==> config.mk <==
export PLATFORM = sky130hd
export DESIGN_NAME = ws2812_frame_scheduler_flat
export DESIGN_NICKNAME = d
export VERILOG_FILES = /design/src/rtl/ws2812_frame_scheduler_if.sv /design/src/rtl/ws2812_frame_scheduler.sv /design/src/flat_wrapper.sv
export SDC_FILE = /design/constraint.sdc
export NUM_CORES = 1
export LEC_CHECK = 0
export ABC_AREA = 1
export CAP_MARGIN = 20
export CORE_ASPECT_RATIO = 1.5
export CORE_MARGIN = 2
export CORE_UTILIZATION = 46
export CTS_BUF_LIST = sky130_fd_sc_hd__clkbuf_2 sky130_fd_sc_hd__clkbuf_4 sky130_fd_sc_hd__clkbuf_8
export CTS_CLUSTER_SIZE = 14
export DETAILED_ROUTE_END_ITERATION = 16
export GPL_ROUTABILITY_DRIVEN = 1
export PLACE_DENSITY_LB_ADDON = 0.12
export SKIP_LAST_GASP = 1
export SLEW_MARGIN = 20
export SYNTH_ARGS = -nofsm -noshare
export SYNTH_HDL_FRONTEND = slang
export SYNTH_SLANG_ARGS = --single-unit
export TNS_END_PERCENT = 30
==> constraint.sdc <==
create_clock -name clk -period 6.7 [get_ports clk]
set_input_delay 1.34 -clock clk [delete_from_list [all_inputs] [get_ports clk]]
set_output_delay 1.34 -clock clk [all_outputs]
set_load 0.02 [all_outputs]
==> src/rtl/ws2812_frame_scheduler_if.sv <==
// ws2812_frame_scheduler_if: start/config, pixel-memory and RGB-controller signals of the frame scheduler
interface ws2812_frame_scheduler_if #(parameter int ADDR_W = 10);
   logic              start;
   logic [ADDR_W:0]   num_leds;
   logic [ADDR_W-1:0] base_addr;
   logic [7:0]        brightness;
   logic              pix_rd;
   logic [ADDR_W-1:0] pix_addr;
   logic [23:0]       pix_data;
   logic [7:0]        r;
   logic [7:0]        g;
   logic [7:0]        b;
   logic [1:0]        command;
   logic              cmd_request;
   logic              data_request;
   logic              busy;
   logic              frame_done;
   modport master (
      output start, num_leds, base_addr, brightness, pix_data, cmd_request, data_request,
      input  pix_rd, pix_addr, r, g, b, command, busy, frame_done
   );
   modport slave (
      input  start, num_leds, base_addr, brightness, pix_data, cmd_request, data_request,
      output pix_rd, pix_addr, r, g, b, command, busy, frame_done
   );
endinterface

==> src/rtl/ws2812_frame_scheduler.sv <==
// ws2812_frame_scheduler: per start, reads num_leds pixels, scales them and hands them to the RGB controller
module ws2812_frame_scheduler #(parameter int ADDR_W = 10) (
   input logic                     clk,
   input logic                     rst,
   ws2812_frame_scheduler_if.slave bus
);
   typedef enum logic [2:0] {IDLE, FETCH, CAPTURE, READY, RESET} state_t;
   state_t            state;
   logic [ADDR_W:0]   n;
   logic [ADDR_W:0]   idx;
   logic [ADDR_W:0]   idx_n;
   logic [ADDR_W-1:0] base;
   logic [7:0]        bright;
   logic              consume;
   function automatic logic [7:0] scale(input logic [7:0] c, input logic [7:0] k);
      logic [15:0] p;
      p = {8'd0, c} * ({8'd0, k} + 16'd1);
      return p[15:8];
   endfunction
   assign idx_n   = idx + (ADDR_W+1)'(1);
   assign consume = (bus.cmd_request | bus.data_request) && bus.command == 2'b01;
   always_ff @(posedge clk) begin
      if (rst) begin
         state          <= IDLE;
         n              <= '0;
         idx            <= '0;
         base           <= '0;
         bright         <= '0;
         bus.pix_rd     <= 1'b0;
         bus.pix_addr   <= '0;
         bus.r          <= '0;
         bus.g          <= '0;
         bus.b          <= '0;
         bus.command    <= 2'b00;
         bus.busy       <= 1'b0;
         bus.frame_done <= 1'b0;
      end else begin
         bus.pix_rd     <= 1'b0;
         bus.frame_done <= 1'b0;
         case (state)
            IDLE: if (bus.start) begin
               // a request above 2^ADDR_W has its top bit set; clamp to exactly 2^ADDR_W
               n        <= bus.num_leds[ADDR_W] ? {1'b1, {ADDR_W{1'b0}}} : bus.num_leds;
               base     <= bus.base_addr;
               bright   <= bus.brightness;
               idx      <= '0;
               bus.busy <= 1'b1;
               if (bus.num_leds == '0) begin
                  state       <= RESET;
                  bus.command <= 2'b10;
               end else begin
                  state        <= FETCH;
                  bus.pix_rd   <= 1'b1;
                  bus.pix_addr <= bus.base_addr;
               end
            end
            FETCH: state <= CAPTURE;
            CAPTURE: begin
               bus.r       <= scale(bus.pix_data[23:16], bright);
               bus.g       <= scale(bus.pix_data[15:8], bright);
               bus.b       <= scale(bus.pix_data[7:0], bright);
               bus.command <= 2'b01;
               state       <= READY;
            end
            READY: if (consume) begin
               idx <= idx_n;
               if (idx_n == n) begin
                  state       <= RESET;
                  bus.command <= 2'b10;
               end else begin
                  state        <= FETCH;
                  bus.command  <= 2'b00;
                  bus.pix_rd   <= 1'b1;
                  bus.pix_addr <= base + idx_n[ADDR_W-1:0];
               end
            end
            RESET: if (bus.cmd_request) begin
               state          <= IDLE;
               bus.command    <= 2'b00;
               bus.frame_done <= 1'b1;
               bus.busy       <= 1'b0;
            end
            default: state <= IDLE;
         endcase
      end
   end
endmodule

==> src/flat_wrapper.sv <==
// flat-port wrapper written by rule: the top's interface ports become plain ports
module ws2812_frame_scheduler_flat 
#(parameter int ADDR_W = 10)
  (clk, rst, bus_start, bus_num_leds, bus_base_addr, bus_brightness, bus_pix_data, bus_cmd_request, bus_data_request, bus_pix_rd, bus_pix_addr, bus_r, bus_g, bus_b, bus_command, bus_busy, bus_frame_done);
  ws2812_frame_scheduler_if #(.ADDR_W(ADDR_W)) bus_i ();
  input logic clk;
  input logic rst;
  input wire logic [$bits(bus_i.start)-1:0] bus_start;
  input wire logic [$bits(bus_i.num_leds)-1:0] bus_num_leds;
  input wire logic [$bits(bus_i.base_addr)-1:0] bus_base_addr;
  input wire logic [$bits(bus_i.brightness)-1:0] bus_brightness;
  input wire logic [$bits(bus_i.pix_data)-1:0] bus_pix_data;
  input wire logic [$bits(bus_i.cmd_request)-1:0] bus_cmd_request;
  input wire logic [$bits(bus_i.data_request)-1:0] bus_data_request;
  output wire logic [$bits(bus_i.pix_rd)-1:0] bus_pix_rd;
  output wire logic [$bits(bus_i.pix_addr)-1:0] bus_pix_addr;
  output wire logic [$bits(bus_i.r)-1:0] bus_r;
  output wire logic [$bits(bus_i.g)-1:0] bus_g;
  output wire logic [$bits(bus_i.b)-1:0] bus_b;
  output wire logic [$bits(bus_i.command)-1:0] bus_command;
  output wire logic [$bits(bus_i.busy)-1:0] bus_busy;
  output wire logic [$bits(bus_i.frame_done)-1:0] bus_frame_done;
  assign bus_i.start = bus_start;
  assign bus_i.num_leds = bus_num_leds;
  assign bus_i.base_addr = bus_base_addr;
  assign bus_i.brightness = bus_brightness;
  assign bus_i.pix_data = bus_pix_data;
  assign bus_i.cmd_request = bus_cmd_request;
  assign bus_i.data_request = bus_data_request;
  assign bus_pix_rd = bus_i.pix_rd;
  assign bus_pix_addr = bus_i.pix_addr;
  assign bus_r = bus_i.r;
  assign bus_g = bus_i.g;
  assign bus_b = bus_i.b;
  assign bus_command = bus_i.command;
  assign bus_busy = bus_i.busy;
  assign bus_frame_done = bus_i.frame_done;
  ws2812_frame_scheduler #(.ADDR_W(ADDR_W)) u_core (.clk(clk), .rst(rst), .bus(bus_i));
endmodule
## Word level (Yosys, flattened, before mapping)

Index checks and enable logic that the tools add are counted.

| operators by class | value |
|---|---|
| eq/ne operators | 12 |
| add/sub/neg operators | 3 |
| reductions and logical operators | 13 |
| muxes and demuxes | 30 |
| multipliers | 3 |
| bitwise gates (word level) | 2 |

Operators by type and width:

| operator | number |
|---|---|
| $mul A8 B16 Y16 | 3 |
| $mux W10 | 4 |
| $mux W11 | 3 |
| $pmux W11 S2 | 1 |
| $pmux W10 S2 | 1 |
| $mux W3 | 5 |
| $pmux W3 S5 | 1 |
| $add A11 B1 Y11 const B | 1 |
| $eq A11 B11 Y1 | 1 |
| $logic_not A11 Y1 | 1 |
| $add A10 B10 Y10 | 1 |
| $mux W2 | 5 |
| $reduce_and A5 Y1 | 2 |
| $add A8 B1 Y9 const B | 1 |
| $reduce_and A3 Y1 | 3 |
| $ne A2 B2 Y1 const B | 4 |
| $pmux W2 S4 | 1 |
| $mux W1 | 7 |
| $eq A3 B2 Y1 const B | 2 |
| $ne A2 B1 Y1 const B | 2 |
| $pmux W1 S2 | 2 |
| $reduce_bool A2 Y1 | 2 |
| $reduce_bool A4 Y1 | 1 |
| $eq A3 B1 Y1 const B | 1 |
| 8 further kinds | 8 |

| storage, ports and cells | value |
|---|---|
| output and inout bits | 39 |
| flip-flop bits (word level) | 82 |
| bits of input ports | 58 |

## Depth between registers and ports, before layout

| logic depth | value |
|---|---|
| word-level depth | 5 |
| mapped depth | 29 |
| mapped depth without buffers | 27 |

## Worst setup path before layout

No wires, ideal clock.

| path | value |
|---|---|
| path kind | reg-to-reg |
| from | reg u_core.bright[0] |
| to | reg u_core.bus.g[7] |
| data arrival time | 4.909 ns |
| buffers on the path | 1 |
| library setup time | 0.109 ns |
| path slack | 1.682 ns |
| cell stages (with the launch flop) | 25 |
| clock period less this slack | 5.018 ns |
| cell sequence | dfxtp_1 > ha_1 > nand2_1 > nor2_1 > inv_1 > nor2_1 > xor2_2 > inv_1 > buf_2 > nor2_1 > fa_1 > fa_1 > fa_1 > inv_1 > fa_1 > inv_1 > ha_1 > a21oi_1 > o21ai_0 > a211oi_1 > nand2_1 > nand2_1 > nand3_1 > nand2_1 > inv_1 |

| between the ends | value |
|---|---|
| cells in the longest elaborated chain, start to end | 2 |

RTL lines:

| item | RTL line | RTL |
|---|---|---|
| start: declaration | ws2812_frame_scheduler.sv:13 | `logic [7:0] bright;` |
| start signal: assignment | ws2812_frame_scheduler.sv:45 | `bright <= bus.brightness;` |
| $add A8 B1 Y9 | ws2812_frame_scheduler.sv:17 | `p = {8'd0, c} * ({8'd0, k} + 16'd1);` |
| $mul A8 B16 Y16 | ws2812_frame_scheduler.sv:17 |  |
| end signal: assignment | ws2812_frame_scheduler.sv:60 | `bus.g <= scale(bus.pix_data[15:8], bright);` |
| end: declaration | ws2812_frame_scheduler_if.sv:24 | `output pix_rd, pix_addr, r, g, b, command, busy, frame_done` |

Every way passes these cells.
A chain may end at the register's enable or synchronous reset.

## Worst setup path after layout

| path | value |
|---|---|
| from | in bus_pix_data[15] |
| to | reg u_core.bus.g[7] |

| between the ends | value |
|---|---|
| cells in the longest elaborated chain, start to end | 1 |

RTL lines:

| item | RTL line | RTL |
|---|---|---|
| start: declaration | flat_wrapper.sv:12 | `input wire logic [$bits(bus_i.pix_data)-1:0] bus_pix_data;` |
| $mul A8 B16 Y16 | ws2812_frame_scheduler.sv:17 |  |

Every way passes these cells.

==> results_dict.tcl <==
set metrics [dict create \
    status "finished, final reports clean" \
    rows 68 \
    finalHoldViolCount 0 \
    antenna_found_initial 0 \
    tns_ps 0 \
    mostFrequentLayoutCells "inv_1 (335), nand2_1 (308), nor2_1 (247)" \
    first_pass_iters 4 \
    reg2reg_slack_ps 1160 \
    criticalPathCategory "in -> reg" \
    start_util 0.471 \
    endpoint_kind "register" \
    viasPerCell 4.99 \
    die_h_um 192 \
    postSynthAreaPerCell_um2 6.92 \
    slew_headroom 0.511 \
    syn_nets 1854 \
    max-vdd-ir-drop_uv 278 \
    worst_pin_slew_ps 731 \
    rsz0062_at_grt "no" \
    dieArea_mm2 0.0249 \
    cp_data_arrival_time_ps 5820 \
    route.detailed.drc 0 \
    clock_latency_ps 380 \
    wl_um 29000 \
    cts.sink_count 82 \
    pin_count 97 \
    holdWs_ps 472 \
    setup_viol 0 \
    drv_cap 0 \
    drive_above_1_share 0.0344 \
    nNetsFinal 1939 \
    synth_cells 1568 \
    routed-via-count 9842 \
    dp_hpwl_um 23600 \
    seq_area_mm2 0.00164 \
    antenna_left 0 \
    grt_max_degree 55 \
    cts_resized 0 \
    multi_input_area_mm2 0.00775 \
    grt_usage 0.248 \
    cts_tree "yes" \
    fin_skew_ps 12.2 \
    drt_iter0_markers 437 \
    synthesis.area_mm2 0.0109 \
    p_per_area_mw_per_mm2 414 \
    dp_slack_ps 775 \
    startpoint_type "input port" \
    final_common_cell "inv_1" \
    post-cts-setup-buffers 0 \
    min_period_ps 5540 \
    portBuffers 96 \
    grt.overflow.total 0 \
    post-route-period-util 0.827 \
    max_freq_mhz 180 \
    holdBufCountCts 0 \
    cts_root_buf "clkbuf_8" \
    leakagePower_nw 6.56 \
    wire_per_inst_um 14.7 \
    diodes 0 \
    crit_fanout 7 \
    gp_congestion 0.912 \
    grt_pass1_vias 10100 \
    fp.dieW_um 129 \
    crit_required_ps 6980 \
    clk_pin_slew_ps 80 \
    slew_viol_final 0 \
    yosys_register_bits 82 \
    htreeDepth 3 \
    post-route-cell-area_mm2 0.0124 \
    placed_area_mm2 0.0122 \
    ys_seq_area_frac 0.151 \
    crit_slowest_cell "clkdlybuf4s50_1" \
    cts_buffers 9 \
    timing.final.ws_setup_ps 1160 \
    slowest_delay_ps 590 \
    syn2layout_area_growth_pct 14.1 \
    cp_cell_sequence "clkdlybuf4s50_1 -> inv_1 -> nor2_1 -> fa_1 -> fa_1 -> fa_1 -> inv_1 -> fa_1 -> inv_1 -> ha_1 -> a21oi_1 -> o21ai_0 -> a211oi_1 -> nand2_1 -> nand2_1 -> nand3_1 -> nand2_1 -> inv_1" \
    hp-class "reg -> reg" \
    grt_first_pass_wirelength_um 48400 \
    cts.path.max_buffers 2 \
    nFillCells 2344 \
    core-area_mm2 0.0231 \
    yosysWarnings 0 \
    yosysUniqueCellTypes 42 \
]
==> final timing paths <==
check | depth (start not counted) | startpoint | endpoint
worst max-delay path | 18 | bus_pix_data[15] | u_core.bus.g[7]
worst min register to register | 2 | u_core.bright[5] | u_core.bright[5]
worst min-delay path | 2 | u_core.bright[5] | u_core.bright[5]
worst max register to register | 24 | u_core.bright[0] | u_core.bus.b[3]
==> through the flow <==
stage               cells  power, mW  utilization
floorplan            1568       3.58            -
global placement     1957       4.74        0.528
detailed placement   1957       4.76        0.528
CTS                  1973       5.19        0.537
global route         1973       5.80        0.537
finish               1973       5.13        0.537
==> sequential cells by signal, summed over array words and instances (netlist names), 3 cells and up <==
name / count
u_core.state: 3
u_core.n: 11
u_core.bus.b: 8
u_core.idx: 11
u_core.bus.g: 8
u_core.bus.r: 8
u_core.bus.pix_addr: 10
u_core.bright: 8
u_core.base: 10
==> per-layer routing <==
metal | GRT usage | vias up | share of wire
li1 | - | 4960 | -
met1 | 0.267 | 4629 | 0.38
met2 | 0.467 | 185 | 0.53
met3 | 0.0345 | 68 | 0.036
met4 | 0.121 | 0 | 0.047
met5 | 0 | - | 0
==> Yosys cell counts, drive strengths merged <==
cell type,n,share of area
a211oi,4,0.0028
a21boi,1,0.00069
a21o,5,0.0035
a21oi,66,0.030
a221oi,3,0.0024
a22oi,11,0.0076
a31oi,6,0.0035
and2,1,0.00058
buf,14,0.0070
clkbuf,26,0.0091
clkinv,3,0.0010
dfxtp,82,0.15
fa,121,0.22
ha,107,0.12
inv,341,0.12
nand2,311,0.11
nand3,62,0.030
nand3b,4,0.0028
nand4,14,0.0086
nor2,254,0.089
nor3,11,0.0051
nor4,4,0.0023
o211a,1,0.00092
o211ai,6,0.0042
o21a,7,0.0048
o21ai,65,0.030
o21bai,12,0.0083
or2,3,0.0017
xnor2,9,0.0073
xor2,14,0.012
==> critical path: cells and delay by family <==
kind,cells,cell delay (ps)
fa+ha+maj,5,2430
buf+inv,5,840
compound gates,3,730
simple gates,5,460
==> cells by family (layout without fill, tap and decap cells) <==
kind of cell             after synthesis  in the layout  share of synthesized area
AO/OA/AOI/OAI                        187            187                     0.0991
XOR/XNOR                              23             23                     0.0193
adder cells (fa/ha/maj)              228            228                      0.347
buffers and inverters                384            474                      0.135
flip-flops                            82             82                      0.151
AND/OR/NAND/NOR                      664            664                      0.249
==> power breakdown <==
| part | switching, mW | total, mW | internal, mW | leakage (nW) |
|---|---|---|---|---|
| Combinational | 2.56 | 4.03 | 1.47 | 5.78 |
| Clock | 0.194 | 0.391 | 0.197 | 0.110 |
| Sequential | 0.0810 | 0.705 | 0.624 | 0.672 |
| Total | 2.84 | 5.13 | 2.30 | 6.56 |
==> final cells by class <==
cell class              count  area share
repair buffers            114      0.0885
clock buffers              12      0.0128
multi-input cells        1102       0.626
inverters                 344       0.104
flip-flops and latches     82       0.133
well taps                 315      0.0318
clock inverters             4     0.00394
(Power assumes the default switching activity.)
==> RTL change 1, RTL diff (config.mk and constraints unchanged) <==
`ADDR_W` is set to 10 in 3 places; all go to 11.
--- a/src/rtl/ws2812_frame_scheduler_if.sv
+++ b/src/rtl/ws2812_frame_scheduler_if.sv
@@ -1,5 +1,5 @@
 // ws2812_frame_scheduler_if: start/config, pixel-memory and RGB-controller signals of the frame scheduler
-interface ws2812_frame_scheduler_if #(parameter int ADDR_W = 10);
+interface ws2812_frame_scheduler_if #(parameter int ADDR_W = 11);
    logic              start;
    logic [ADDR_W:0]   num_leds;
    logic [ADDR_W-1:0] base_addr;
--- a/src/rtl/ws2812_frame_scheduler.sv
+++ b/src/rtl/ws2812_frame_scheduler.sv
@@ -1,5 +1,5 @@
 // ws2812_frame_scheduler: per start, reads num_leds pixels, scales them and hands them to the RGB controller
-module ws2812_frame_scheduler #(parameter int ADDR_W = 10) (
+module ws2812_frame_scheduler #(parameter int ADDR_W = 11) (
    input logic                     clk,
    input logic                     rst,
    ws2812_frame_scheduler_if.slave bus
--- a/src/flat_wrapper.sv
+++ b/src/flat_wrapper.sv
@@ -1,6 +1,6 @@
 // flat-port wrapper written by rule: the top's interface ports become plain ports
 module ws2812_frame_scheduler_flat 
-#(parameter int ADDR_W = 10)
+#(parameter int ADDR_W = 11)
   (clk, rst, bus_start, bus_num_leds, bus_base_addr, bus_brightness, bus_pix_data, bus_cmd_request, bus_data_request, bus_pix_rd, bus_pix_addr, bus_r, bus_g, bus_b, bus_command, bus_busy, bus_frame_done);
   ws2812_frame_scheduler_if #(.ADDR_W(ADDR_W)) bus_i ();
   input logic clk;
Ports: changed (resized bus_base_addr, bus_num_leds and bus_pix_addr); port bits go from 97 to 100. No check against the original RTL was run, so the function may have changed too.
==> RTL change 1 against the original RTL <==
Power decreased by 0.38%. Area after synthesis increased by 3.1%. Worst setup slack got worse by 0.081 ns. Utilization decreased by 0.11 points. Design area increased by 3.1%. Largest cell class unchanged. Sequential cell count increased by 4. Clock power about the same. Sequential share of layout area increased by 0.22 points. Critical path depth increased by 10. Wire length increased by 2.1%.
==> RTL change 1: results <==
outcome:
  status: "finished, final reports clean"
final_layout:
  nMultiInputCombCells: 1131
  drive_gt1_share_pct: 4.29
  signal_buffers: 115
  nNonClkInverters: 353
  final-clk-cell-share_pct: 1.64
  utilization_pct: 53.6
  multi_input_area_share_pct: 62.7
  nClkBuffers: 13
  seq_area_um2: 1720
  buf_share_pct: 8.70
  layout.nets: 1985
power_and_ir_drop:
  ir_drop_mv: 0.239
  leakagePower_nw: 6.83
  p_per_area_nw_per_um2: 400
  power_frac_comb_pct: 77.8
route:
  wl_met3_um: 1420
  vias: 10100
  drt_iter0_drc: 499
  wl_met1_um: 11800
  vias_per_cell: 5.01
worst_setup_path:
  cp_max_fo: 18
  slowest_delay_ns: 0.55
  cpMaxStageDelayCell: "fa_1"
grt:
  use_met1_pct: 27.8
  grt_pass1_wl_um: 49600
  grt_max_degree: 57
  use_met2_pct: 44.3
  track_usage_pct: 23.9
logic_synthesis:
  synth_commonest_cells: "inv_1 (346), nand2_1 (295), nor2_1 (257)"
  synthMuxAreaShare_pct: 0.179
  synthCells: 1606
  ys_top_cells_by_area: "fa_1 (22%), dfxtp_1 (15%), ha_1 (12%), inv_1 (12%), nand2_1 (9.9%)"
place:
  portBuffers: 99
  placed_area_um2: 12600
  hpwl_um: 24100
[RTL change 1: cell types whose count changed in the layout (fill, tap and decap cells not counted), sizes merged, moves of 4 or more]
cell	unedited run	this run
a21oi	66	79
dfxtp	82	86
inv	342	351
nor2	254	264
o21a	7	3
o21ai	65	72
[RTL change 1: logic make-up (layout without fill, tap and decap cells)]
group	after synthesis	after routing
AOI/OAI and AO/OA	200	200
DFF	86	86
adders and majority gates	229	229
muxes	2	2
xor gates and xnor gates	24	24
buffers and inverters	389	484
and+or+nand+nor	676	676
[RTL change 1: final timing paths]
kind	start	to	slack [ns]	depth (start not counted)
min reg2reg	u_core.base[10]	u_core.base[10]	0.48	2
max reg2reg	u_core.bright[0]	u_core.bus.g[2]	1.08	28
max	u_core.bright[0]	u_core.bus.g[2]	1.08	28
min	u_core.base[10]	u_core.base[10]	0.48	2
==> RTL change 2, RTL diff (config.mk and constraints unchanged) <==
Made on the original files. Reset style: asynchronous (`rst`), changed in one clocked block.
--- a/src/rtl/ws2812_frame_scheduler.sv
+++ b/src/rtl/ws2812_frame_scheduler.sv
@@ -19,7 +19,7 @@
    endfunction
    assign idx_n   = idx + (ADDR_W+1)'(1);
    assign consume = (bus.cmd_request | bus.data_request) && bus.command == 2'b01;
-   always_ff @(posedge clk) begin
+   always_ff @(posedge clk or posedge rst) begin
       if (rst) begin
          state          <= IDLE;
          n              <= '0;
Function: changed (a bounded check fails within 4 cycles, from zero or initial values and one cycle with rst high; the reset may be asserted at any time).
==> RTL change 2 against the original RTL <==
Sequential cell count is the same. Design area up 0.87%. Area after synthesis is 0.75% higher. Sequential share of layout area is 3.2 points higher. Worst setup slack got worse by 0.14 ns. First-iteration DRC count down 4.8%. Global-route usage rose by 0.60 points. Wire length is 2.7% higher. Synthesized cell count is 4.3% lower.
Power is not shown: default switching activity piles up to over one toggle a cycle in this logic, so the estimate is an artifact.
==> RTL change 2: results <==
outcome:
  status: "finished, final reports clean"
sta:
  clock_skew_ns: 0.0168
  max_slew_margin_pct: 31.0
  fin_worst_hold_slack_ns: 0.475
clocking:
  cts.clk_slew.worst_paths_ns: 0.09
  insertion_delay_ns: 0.40
  cts_buffer_depth: 2
logic_synthesis:
  synth_adder_area_share_pct: 34.4
  yosysSeqAreaShare_pct: 18.8
  synth_top_flop_cell: "dfrtp_1"
  ys_top_cells_by_area: "fa_1 (22%), dfrtp_1 (19%), nand2_1 (13%), ha_1 (12%), inv_1 (10%)"
  synth_nets: 1787
  synthDistinctLibCells: 41
  synthArstFlopShare_pct: 100
  synth-compound-area-share_pct: 6.44
  synth_commonest_cells: "nand2_1 (372), inv_1 (294), nor2_1 (190)"
  postSynthAreaPerCell_um2: 7.28
  synth-xor-area-share_pct: 1.36
route:
  top_layer: "met5"
  wl_per_cell_um: 15.6
  wl_met2_um: 15900
  wl_met3_um: 1220
  vias: 9825
  first_pass_iters: 7
  drt_iter0_drc: 416
  wl_met1_um: 11400
worst_setup_path:
  crit_path_end_kind: "flip-flop"
  reg2reg_depth: 25
  cp_max_fo: 17
  worstReg2RegEnd: "u_core.bus.b[6]"
  cp.arrival_ns: 5.97
  rrSetupSlack_ns: 1.02
  cp-startpoint: "u_core.bright[0]"
worst_hold_path:
  holdCritPathClass: "flip-flop to flip-flop"
  min-delay-start: "u_core.bus.pix_addr[8]"
  min_to: "u_core.bus.pix_addr[8]"
place:
  hpwl_um: 24100
  gp_congestion: 0.879
final_layout:
  stdcell_count: 1915
  drive_gt1_share_pct: 3.76
grt:
  track_usage_pct: 25.4
  grt_pass1_wl_um: 49200
  use_met3_pct: 3.85
  use_met2_pct: 47.5
  grt_pass1_vias: 10300
  antenna_found_initial: 2
  grt_max_degree: 60
  use_met1_pct: 27.5
RTL change 2: changes by cell type after synthesis, moves of 11 or more:
cell,delta
inv_1,-41
a21oi_1,-28
nand3_1,+25
dfxtp_1,-82
a22oi_1,-11
dfrtp_1,+82
nor2_1,-58
nand2_1,+64
RTL change 2: logic make-up (layout without fill, tap and decap cells):
kind of cell,Yosys count,count (layout)
AOI/OAI and AO/OA,128,128
xor gates and xnor gates,17,17
adders and majority gates,228,228
buffers and inverters,334,428
DFF,82,82
other,0,1
and+or+nand+nor,712,712
RTL change 2: worst max-delay path: stages, from the launching register on:
cell      delay (ns)
dfrtp_1         0.37
buf_4           0.26
ha_1            0.21
nand2_1         0.07
nor2_1          0.12
nand2_1         0.07
nand2_1         0.06
buf_4           0.27
clkinv_1        0.41
nand2_1         0.20
fa_1            0.46
fa_1            0.55
inv_1           0.08
fa_1            0.48
inv_1           0.05
fa_1            0.47
inv_1           0.04
ha_1            0.31
a21oi_1         0.27
nor2_1          0.07
nor2_1          0.18
inv_1           0.06
a211oi_1        0.26
nand3_1         0.10
nand3_1         0.10
nand2_1         0.05
RTL change 2: stage by stage:
| step | instance area [um^2] | setup slack, ns | util, % |
|---|---|---|---|
| after floorplan | 10900 | 1.80 | - |
| after global placement | 12200 | 0.880 | 52.1 |
| after detailed placement | 12200 | 0.839 | 52.1 |
| after CTS | 12500 | 1.05 | 53.2 |
| after global routing | 12500 | 0.628 | 53.2 |
| final | 12500 | 1.02 | 53.2 |
RTL change 2: final cells by class:
type,count,area [um^2]
fill,2424,11000
multi-input combinational,1085,7600
sequential,82,2050
inverter,305,1150
timing repair buffer,107,1040
tap,319,399
clock buffer,11,139
clock inverter,5,103
antenna,1,2.50
